==> src/rtl/sys_bus_ctrl.sv <==
// -----------------------------------------------------------------------------
// sys_bus_ctrl -- single-master to N-slave bus controller.
//
// One master transaction at a time is decoded by the top SEL_W address bits
// and forwarded to the selected slave. The controller holds the request until
// that slave reports ready, then returns a one-cycle response to the master.
// Addresses that decode past the last slave get an immediate error response.
//
// Optional feature macro: SYS_BUS_TIMEOUT_EN
//   defined   : a 16-bit WAIT counter aborts a stalled slave access after
//               TIMEOUT cycles with an error response.
//   undefined : no counter exists; WAIT lasts until the slave is ready.
//
// Reset is synchronous and active-low (rst_i). All outputs are registers.
// -----------------------------------------------------------------------------
module sys_bus_ctrl #(
  parameter int N_SLAVES = 4,
  parameter int SEL_W    = 4,
  parameter int TIMEOUT  = 255
) (
  input  logic                  clk_i,
  input  logic                  rst_i,
  // master side
  input  logic                  m_req_i,
  input  logic                  m_we_i,
  input  logic [3:0]            m_be_i,
  input  logic [31:0]           m_addr_i,
  input  logic [31:0]           m_wd_i,
  output logic [31:0]           m_rd_o,
  output logic                  m_ready_o,
  output logic                  m_err_o,
  // slave side
  output logic [N_SLAVES-1:0]   s_req_o,
  output logic                  s_we_o,
  output logic [3:0]            s_be_o,
  output logic [31:0]           s_addr_o,
  output logic [31:0]           s_wd_o,
  input  logic [32*N_SLAVES-1:0] s_rd_i,
  input  logic [N_SLAVES-1:0]   s_ready_i
);

  // FSM encoding kept as plain constants so the state vector can be probed
  // and compared against legacy traces.
  localparam logic [1:0] ST_IDLE = 2'd0;
  localparam logic [1:0] ST_WAIT = 2'd1;
  localparam logic [1:0] ST_RESP = 2'd2;

  // Slave count widened by one bit so the decode compare never truncates,
  // even when N_SLAVES == 2**SEL_W.
  localparam logic [SEL_W:0] W_NSLV = (SEL_W + 1)'(N_SLAVES);

  // ---------------------------------------------------------------------------
  // Registers
  // ---------------------------------------------------------------------------
  logic [1:0]          r_state;
  logic [SEL_W-1:0]    r_idx;
  logic [31:0]         r_addr;
  logic                r_we;
  logic [3:0]          r_be;
  logic [31:0]         r_wd;
  logic [N_SLAVES-1:0] r_s_req;
  logic                r_m_ready;
  logic                r_m_err;
  logic [31:0]         r_m_rd;

  // ---------------------------------------------------------------------------
  // Combinational decode / selection
  // ---------------------------------------------------------------------------
  logic [SEL_W-1:0]    w_idx;
  logic                w_hit;
  logic [N_SLAVES-1:0] w_onehot;
  logic                w_sel_ready;
  logic [31:0]         w_sel_rd;
  logic                w_accept;

  // Slave index comes from the top SEL_W bits of the incoming address.
  assign w_idx    = m_addr_i[31 -: SEL_W];
  assign w_hit    = ({1'b0, w_idx} < W_NSLV);
  assign w_accept = (r_state == ST_IDLE) && m_req_i;

`ifdef SYS_BUS_TIMEOUT_EN
  localparam logic [15:0] W_TIMEOUT = 16'(TIMEOUT);
  logic [15:0] r_cnt;
  logic [15:0] w_cnt_nxt;
  logic        w_timeout;

  // Count of WAIT cycles seen so far including the current one.
  assign w_cnt_nxt = r_cnt + 16'd1;
  assign w_timeout = (w_cnt_nxt == W_TIMEOUT);
`else
  // TIMEOUT only matters when the counter is built; keep it referenced.
  logic w_unused_timeout;
  assign w_unused_timeout = (TIMEOUT == 0);
`endif

  // Build the one-hot request for the address currently offered by the master.
  always_comb begin
    w_onehot = '0;
    for (int k = 0; k < N_SLAVES; k++) begin
      if (w_idx == SEL_W'(k)) begin
        w_onehot[k] = 1'b1;
      end else begin
        w_onehot[k] = 1'b0;
      end
    end
  end

  // Pick the ready bit and read-data slice of the latched slave; all other
  // slaves' ready and data are ignored here.
  always_comb begin
    w_sel_ready = 1'b0;
    w_sel_rd    = 32'h0000_0000;
    for (int k = 0; k < N_SLAVES; k++) begin
      if (r_idx == SEL_W'(k)) begin
        w_sel_ready = s_ready_i[k];
        w_sel_rd    = s_rd_i[32*k +: 32];
      end else begin
        w_sel_ready = w_sel_ready;
        w_sel_rd    = w_sel_rd;
      end
    end
  end

  // ---------------------------------------------------------------------------
  // Sequential logic
  // ---------------------------------------------------------------------------

  // Latch the master request fields when a transaction is accepted in IDLE;
  // they then drive the shared slave bus unchanged until the next accept.
  always_ff @(posedge clk_i) begin
    if (!rst_i) begin
      r_idx  <= '0;
      r_addr <= 32'h0000_0000;
      r_we   <= 1'b0;
      r_be   <= 4'h0;
      r_wd   <= 32'h0000_0000;
    end else if (w_accept) begin
      r_idx  <= w_idx;
      r_addr <= m_addr_i;
      r_we   <= m_we_i;
      r_be   <= m_be_i;
      r_wd   <= m_wd_i;
    end else begin
      r_idx  <= r_idx;
      r_addr <= r_addr;
      r_we   <= r_we;
      r_be   <= r_be;
      r_wd   <= r_wd;
    end
  end

  // Transaction FSM together with its registered slave-request and master
  // response outputs, so every output changes on the same edge as the state.
  always_ff @(posedge clk_i) begin
    if (!rst_i) begin
      r_state   <= ST_IDLE;
      r_s_req   <= '0;
      r_m_ready <= 1'b0;
      r_m_err   <= 1'b0;
      r_m_rd    <= 32'h0000_0000;
    end else begin
      case (r_state)
        ST_IDLE: begin
          if (m_req_i && w_hit) begin
            r_state   <= ST_WAIT;
            r_s_req   <= w_onehot;
            r_m_ready <= 1'b0;
            r_m_err   <= 1'b0;
            r_m_rd    <= 32'h0000_0000;
          end else if (m_req_i) begin
            // Decode miss: no slave is touched, answer with an error now.
            r_state   <= ST_RESP;
            r_s_req   <= '0;
            r_m_ready <= 1'b1;
            r_m_err   <= 1'b1;
            r_m_rd    <= 32'h0000_0000;
          end else begin
            r_state   <= ST_IDLE;
            r_s_req   <= '0;
            r_m_ready <= 1'b0;
            r_m_err   <= 1'b0;
            r_m_rd    <= 32'h0000_0000;
          end
        end
        ST_WAIT: begin
          if (w_sel_ready) begin
            // Ready wins over a simultaneous timeout. Writes return zero.
            r_state   <= ST_RESP;
            r_s_req   <= '0;
            r_m_ready <= 1'b1;
            r_m_err   <= 1'b0;
            r_m_rd    <= r_we ? 32'h0000_0000 : w_sel_rd;
`ifdef SYS_BUS_TIMEOUT_EN
          end else if (w_timeout) begin
            r_state   <= ST_RESP;
            r_s_req   <= '0;
            r_m_ready <= 1'b1;
            r_m_err   <= 1'b1;
            r_m_rd    <= 32'h0000_0000;
`endif
          end else begin
            r_state   <= ST_WAIT;
            r_s_req   <= r_s_req;
            r_m_ready <= 1'b0;
            r_m_err   <= 1'b0;
            r_m_rd    <= 32'h0000_0000;
          end
        end
        ST_RESP: begin
          // Response lasts exactly one cycle; master inputs are not sampled.
          r_state   <= ST_IDLE;
          r_s_req   <= '0;
          r_m_ready <= 1'b0;
          r_m_err   <= 1'b0;
          r_m_rd    <= 32'h0000_0000;
        end
        default: begin
          r_state   <= ST_IDLE;
          r_s_req   <= '0;
          r_m_ready <= 1'b0;
          r_m_err   <= 1'b0;
          r_m_rd    <= 32'h0000_0000;
        end
      endcase
    end
  end

`ifdef SYS_BUS_TIMEOUT_EN
  // WAIT-cycle counter: cleared on every accept so each access starts at
  // zero, advanced on each WAIT cycle that passes without ready.
  always_ff @(posedge clk_i) begin
    if (!rst_i) begin
      r_cnt <= 16'd0;
    end else if (w_accept) begin
      r_cnt <= 16'd0;
    end else if ((r_state == ST_WAIT) && !w_sel_ready) begin
      r_cnt <= w_cnt_nxt;
    end else begin
      r_cnt <= r_cnt;
    end
  end
`endif

  // ---------------------------------------------------------------------------
  // Outputs
  // ---------------------------------------------------------------------------
  assign s_req_o   = r_s_req;
  assign s_we_o    = r_we;
  assign s_be_o    = r_be;
  assign s_addr_o  = r_addr;
  assign s_wd_o    = r_wd;
  assign m_ready_o = r_m_ready;
  assign m_err_o   = r_m_err;
  assign m_rd_o    = r_m_rd;

endmodule

==> config.mk <==
export PLATFORM = sky130hd
export DESIGN_NAME = sys_bus_ctrl
export DESIGN_NICKNAME = d
export VERILOG_FILES = /design/src/rtl/sys_bus_ctrl.sv
export SDC_FILE = /design/constraint.sdc
export NUM_CORES = 1
export LEC_CHECK = 0
export BUFFER_PORTS_ARGS = -buffer_cell sky130_fd_sc_hd__buf_2
export CELL_PAD_IN_SITES_DETAIL_PLACEMENT = 1
export CELL_PAD_IN_SITES_GLOBAL_PLACEMENT = 1
export CORE_MARGIN = 5
export CORE_UTILIZATION = 29
export CTS_CLUSTER_SIZE = 40
export DETAILED_ROUTE_END_ITERATION = 10
export PLACE_DENSITY_LB_ADDON = 0.1
export RECOVER_POWER = 50
export SLEW_MARGIN = 10
export SYNTH_ARGS = -nofsm -noshare
export SYNTH_HDL_FRONTEND = slang
export SYNTH_SLANG_ARGS = --single-unit
==> constraint.sdc <==
create_clock -name clk_i -period 2.1 [get_ports clk_i]
set_input_delay 0.315 -clock clk_i [delete_from_list [all_inputs] [get_ports clk_i]]
set_output_delay 0.315 -clock clk_i [all_outputs]
set_load 0.1 [all_outputs]
==> impl_results.md, run 1 <==
- Status: finished, final reports clean
- Chip Height: 136 um
- Most common cell after layout, fill and taps aside: buf_2
- Pin count of the biggest net entering global routing: 66
- WHS Path Cells: 3
- Worst Path Buf+Inv: 1
- Total negative slack: 0 ns
- H-tree depth: 3
- Mapped cell area: 4570 um^2
- Leak: 3.06 nW
- Clock latency on the worst-skew pair: 0.35 ns
- Syn-to-layout area delta: 45.0%
- Postcts setup bufs: 0
- Minimum clock period: 1.86 ns
- HPWL Detailed: 14,300 um
- Antenna Violating Nets Remaining: 0
- TritonCTS Buffers: 9
- Filler Cell Count: 1,966
- Starting Density: 29.2%
- Buffers on Ports: 310
- DR vias/cell: 4.65
- Metal-1 WL: 6680 um
- Setup ws final: 0.240 ns
- CTS Root Cell: clkbuf_16
- Max_cap viols: 0
- First-pass GRT wire length: 27,800 um
- Final setup vio count: 0
- Non-filler cells, final: 1,030
- Syn avg cell area: 8.83 um^2
- CTS tree: done
- R2R depth: 4
- Synth Register Bits: 108
- # placed instances: 1,012
- Area after DPL: 6370 um^2
- Slowest cell on crit path: clkbuf_1
- Pwr Total: 5.40 mW
- Slew of the pin with the lowest slew margin: 1.21 ns
- Syn Nets: 722
- Final hold violation count: 0
- Worst min path class: input pin to flop
- IO Pins: 311
- GRT Total Usage: 19.2%
- Worst Path Arrival: 1.54 ns
- Post-synth cell types: 31
- Final period util: 88.6%
- Design area: 6630 um^2
- Crit Path Category: flop to primary output
- TritonCTS Sinks: 108
- Share of cells above drive strength 1: 45.2%
- Drt first pass iters: 4
- Final #Nets: 1,011
- RR Startpoint: r_idx[0]$_SDFFE_PN0P_
- DP Worst Slack: 0.394 ns
- Core footprint: 15,700 um^2
- Wire length on met3: 1910 um
- Yosys warns: 0
- R2R Path End: m_rd_o[17]$_SDFF_PP0_
- Max clock buf depth: 2
- R2R setup slack: 0.32 ns
- Most frequent cells in the layout: buf_2 (227), nand2_1 (141), dfxtp_1 (105)
- Standard-cell rows: 46
- Hold endpoint: s_wd_o[12]$_SDFFE_PN0P_
- Vias in the first global route: 5,148
- Clock slew at reported path FFs: 0.07 ns
- Hold wc startpoint: m_wd_i[12]
- Slew headroom: 19.8%
- Max IR drop VDD: 390 uV
- CP endpoint kind: primary output
- Initial antenna violation count: 1
- Fin Clk Skew: 0.00723 ns
- Routed WL: 18,300 um
- Chip width: 136 um
- Register area share after synthesis: 47.3%
- CP cell instances: clkbuf_1
- Worst setup SP type: flop
- Starting DRT DRC Count: 129
- Max incr delay on CP: 0.88 ns
- RSZ-0062 raised after global routing: false
- Met2 routed WL: 9370 um
- Delay-heaviest family, CP: buffers and inverters
- DR WL/cell: 17.8 um
- Die ar.: 18,400 um^2
- PostCTS Resize Cnt: 0
- Critical path required time: 1.78 ns
- Pins Over Slew Limit: 0
- Total number of vias: 4,785
- DR DRC count: 0
- Max FO, Critical Path: 1
- Max Clock Freq: 538 MHz
- Gpl congestion: 0.790
- Global route overflow: 0
- Post-synthesis cell count: 518
- Cell Pwr Density: 814 nW/um^2
- Max Used Layer: met4
- Hold-fix buffers at CTS: 0
flip-flops by register name (all words and copies together) (netlist names):
register / count
s_we_o: 1
r_idx: 4
s_be_o: 4
m_err_o: 1
r_state: 2
s_wd_o: 32
m_rd_o: 32
s_addr_o: 28
s_req_o: 4
worst max-delay path by stage:
stage,start,endpoint,slack (ns),cells past startpoint
CTS,r_idx[1]$_SDFFE_PN0P_,m_rd_o[5]$_SDFF_PP0_,0.37,5
global placement,r_idx[3]$_SDFFE_PN0P_,m_rd_o[21]$_SDFF_PP0_,0.43,4
global route,r_idx[0]$_SDFFE_PN0P_,m_rd_o[8]$_SDFF_PP0_,0.17,5
floorplan,s_we_o$_SDFFE_PN0P_,m_rd_o[21]$_SDFF_PP0_,0.13,4
finish,m_rd_o[5]$_SDFF_PP0_,m_rd_o[5],0.24,1
detailed placement,r_idx[1]$_SDFFE_PN0P_,m_rd_o[5]$_SDFF_PP0_,0.39,5
cell type report:
| cell class | instances | area [um^2] | area share (%) |
|---|---|---|---|
| antenna | 2 | 5.00 | 0.0754 |
| tap | 216 | 270 | 4.07 |
| multi-input combinational | 361 | 2200 | 33.2 |
| inverter | 3 | 11.3 | 0.170 |
| sequential | 108 | 2170 | 32.6 |
| clock buffer | 11 | 243 | 3.66 |
| clock inverter | 5 | 36.3 | 0.547 |
| timing repair buffer | 324 | 1700 | 25.6 |
metal layers:
metal | vias to the layer above | track usage, %
met3 | 20 | 7.32
met1 | 2205 | 20.2
met5 | - | 0
met4 | 0 | 6.10
li1 | 2370 | -
met2 | 190 | 35.4
through the flow:
stage | util, % | hold WS, ns
2_1_floorplan | - | 0.441
3_3_place_gp | 40.7 | 0.447
3_5_place_dp | 40.7 | 0.456
4_1_cts | 42.5 | 0.194
5_1_grt | 42.4 | 0.198
6_report | 42.4 | 0.206
cells in the mapped netlist:
library cell,number,share of area (%)
a221oi_1,16,3.1
nor3_1,13,1.4
clkbuf_1,32,2.6
nor2_1,22,1.8
mux4_2,2,0.98
nand3_1,1,0.11
a211o_1,1,0.19
a32o_1,2,0.44
buf_4,1,0.16
a21boi_0,69,11
nand2_1,142,12
mux2_2,4,0.98
or2_1,1,0.14
dfxtp_1,108,47
inv_1,3,0.25
or3_1,1,0.14
or3b_1,1,0.19
o22a_1,1,0.19
buf_6,2,0.49
nor3b_1,3,0.49
nand2b_1,1,0.14
buf_2,8,0.88
or4b_2,1,0.22
o22ai_1,28,3.8
a31o_2,2,0.38
a21o_1,12,2.0
nor3_2,20,4.4
buf_1,3,0.25
mux2i_1,16,3.5
a21bo_2,1,0.22
nor4b_2,1,0.33
worst register-to-register path, cell delays in order (launching register included):
cell and delay (ns):
dfxtp_1 0.42, or4b_2 0.87, o22ai_1 0.22, a21o_1 0.12
nor3_2 0.04
cells by family (layout without fill, tap and decap cells):
group,count (synthesis),count (layout),synth area share (%)
compound gates,132,132,21.6
buf+inv,49,343,4.65
flops,108,108,47.3
mux,22,22,5.47
other cells,0,2,0
simple gates,207,207,21.0
power breakdown:
part	total, mW	switching [mW]	internal, mW
logic	1.58	1.15	0.422
registers	2.20	0.0564	2.14
clock network	1.63	0.784	0.843
Note: power is estimated with default switching activity, not from simulation.
==> inputs of run 2 (changes only) <==
--- a/config.mk
+++ b/config.mk
@@ -9,7 +9,7 @@
 export CELL_PAD_IN_SITES_DETAIL_PLACEMENT = 1
 export CELL_PAD_IN_SITES_GLOBAL_PLACEMENT = 1
 export CORE_MARGIN = 5
-export CORE_UTILIZATION = 29
+export CORE_UTILIZATION = 26
 export CTS_CLUSTER_SIZE = 40
 export DETAILED_ROUTE_END_ITERATION = 10
 export PLACE_DENSITY_LB_ADDON = 0.1
==> constraint.sdc (replaced) <==
create_clock -name clk_i -period 1.58 [get_ports clk_i]
set_input_delay 0.237 -clock clk_i [delete_from_list [all_inputs] [get_ports clk_i]]
set_output_delay 0.237 -clock clk_i [all_outputs]
set_load 0.02 [all_outputs]
==> impl_results.md, run 2 (synthesis gave the netlist of run 1 again) <==
- Status: finished, final reports clean
- Met2 routed WL: 9860 um
- GRT Total Usage: 17.4%
- Minimum clock period: 1.55 ns
- Initial antenna violation count: 3
- Fin Clk Skew: 0.00854 ns
- Vias in the first global route: 5,223
- Drt first pass iters: 4
- Chip width: 143 um
- CTS Root Cell: clkbuf_16
- Multi-input gate area: 2260 um^2
- Clock slew at reported path FFs: 0.08 ns
- Final setup vio count: 0
- DR DRC count: 0
- Crit Path Category: flop to flop
- Max_cap viols: 0
- Metal-1 WL: 7230 um
- Global route overflow: 0
- Leak: 2.85 nW
- Register share of total power: 43.6%
- Max FO, Critical Path: 6
- Max Clock Freq: 646 MHz
- CP cell instances: nand2b_1, a211o_1, o22a_4, buf_12, a32o_1
- Clock latency on the worst-skew pair: 0.35 ns
- H-tree depth: 3
- DP Worst Slack: 0.0175 ns
- Worst min path class: input pin to flop
- Share of cells above drive strength 1: 35.3%
- Internal Pwr Total: 4.73 mW
- Starting DRT DRC Count: 127
- Syn-to-layout area delta: 48.5%
- Area after DPL: 6510 um^2
- Pin count of the biggest net entering global routing: 57
- Total number of vias: 4,856
- Filler Cell Count: 2,201
- Wire length on met3: 1640 um
- Worst setup SP type: flop
- CP endpoint kind: flop
- Antenna Violating Nets Remaining: 0
- Register area: 2170 um^2
- Final period util: 98.0%
- R2R setup slack: 0.03 ns
- Hold-fix buffers at CTS: 0
- Chip Height: 143 um
- Standard-cell rows: 48
- IO Pins: 311
- Max clock buf depth: 2
- Max incr delay on CP: 0.36 ns
- Routed WL: 19,000 um
- Starting Density: 26.4%
- Pins Over Slew Limit: 0
- Fin Hold WS: 0.132 ns
- RSZ-0062 raised after global routing: true
- Buffers on Ports: 310
- Setup ws final: 0.0315 ns
- Non-filler cells, final: 1,050
- DR vias/cell: 4.62
- Final #Nets: 1,023
- Final hold violation count: 0
- # placed instances: 1,030
- Switch share: 29.4%
- Most common cell after layout, fill and taps aside: buf_2
- Core footprint: 17,300 um^2
- Die ar.: 20,300 um^2
- First-pass GRT wire length: 28,100 um
- Switching pwr: 1.97 mW
- DR WL/cell: 18.1 um
- Max Used Layer: met5
- Slowest cell on crit path: dfxtp_4
- TritonCTS Sinks: 108
- Design area: 6790 um^2
- Max IR drop VDD: 688 uV
- HPWL Detailed: 14,700 um
- CTS tree: done
- Critical path required time: 1.82 ns
- Most frequent cells in the layout: buf_2 (208), nand2_1 (141), dfxtp_1 (104)
- Worst Path Arrival: 1.79 ns
- Gpl congestion: 0.895
- Cell Pwr Density: 986 nW/um^2
- Power share of the combinational group: 21.6%
- Slew headroom: 67.0%
- TritonCTS Buffers: 9
- Clock share of power: 34.8%
- Slew of the pin with the lowest slew margin: 0.495 ns
## run 2: changes by cell type in the layout (fill, tap and decap cells not counted), moves of 5 or more
cell      delta
buf_12       +5
buf_2       -19
clkbuf_1    +95
clkbuf_2    -74
## run 2: final timing paths
path	startpoint	endpoint	cells past startpoint
hold / removal	m_wd_i[14]	s_wd_o[14]$_SDFFE_PN0P_	3
setup reg to reg	r_idx[1]$_SDFFE_PN0P_	s_req_o[3]$_SDFFE_PN0P_	5
setup / recovery	r_idx[1]$_SDFFE_PN0P_	s_req_o[3]$_SDFFE_PN0P_	5
hold reg to reg	s_addr_o[21]$_SDFFE_PN0P_	s_addr_o[21]$_SDFFE_PN0P_	2
## run 2: repair_timing
action,in CTS,in global routing
resized for setup,1,9
setup buffers,0,0
endpoints found under the setup margin,1,28
pin swaps,0,2
gates cloned,0,3
## run 2: power by group through the flow
stage	combinational [mW]	clock, mW	sequential (mW)
5_1_grt	1.58	2.54	2.94
2_1_floorplan	0.619	0	3.13
6_report	1.45	2.33	2.92
4_1_cts	1.45	2.42	2.92
3_3_place_gp	1.42	0	2.97
3_5_place_dp	1.45	0	2.98
## run 2: area by class of cell
class,instances,area share [%]
antenna,1,0.0368
clock buffer,10,3.37
clock inverter,6,1.07
inverter,3,0.166
multi-input combinational,362,33.3
sequential,108,32.0
tap,225,4.15
timing repair buffer,335,26.0
## run 2: per-layer routing
layer | track usage [%] | up-vias
li1 | - | 2403
met1 | 19.0 | 2250
met2 | 32.4 | 181
met3 | 5.39 | 18
met4 | 5.00 | 4
met5 | 0 | -
## run 2: through the flow
stage	setup TNS, ns	power, mW	util (%)
finish	0	6.70	39.3
global route	-0.0224	7.06	39.3
CTS	0	6.78	39.4
detailed placement	0	4.43	37.6
global placement	0	4.39	37.6
floorplan	0	3.75	-
## run 2: critical path: cells and delay by family (launching register included)
family | cells | cell delay [ns]
flops | 1 | 0.36
compound gates | 3 | 0.82
simple gates | 1 | 0.13
buf+inv | 1 | 0.14
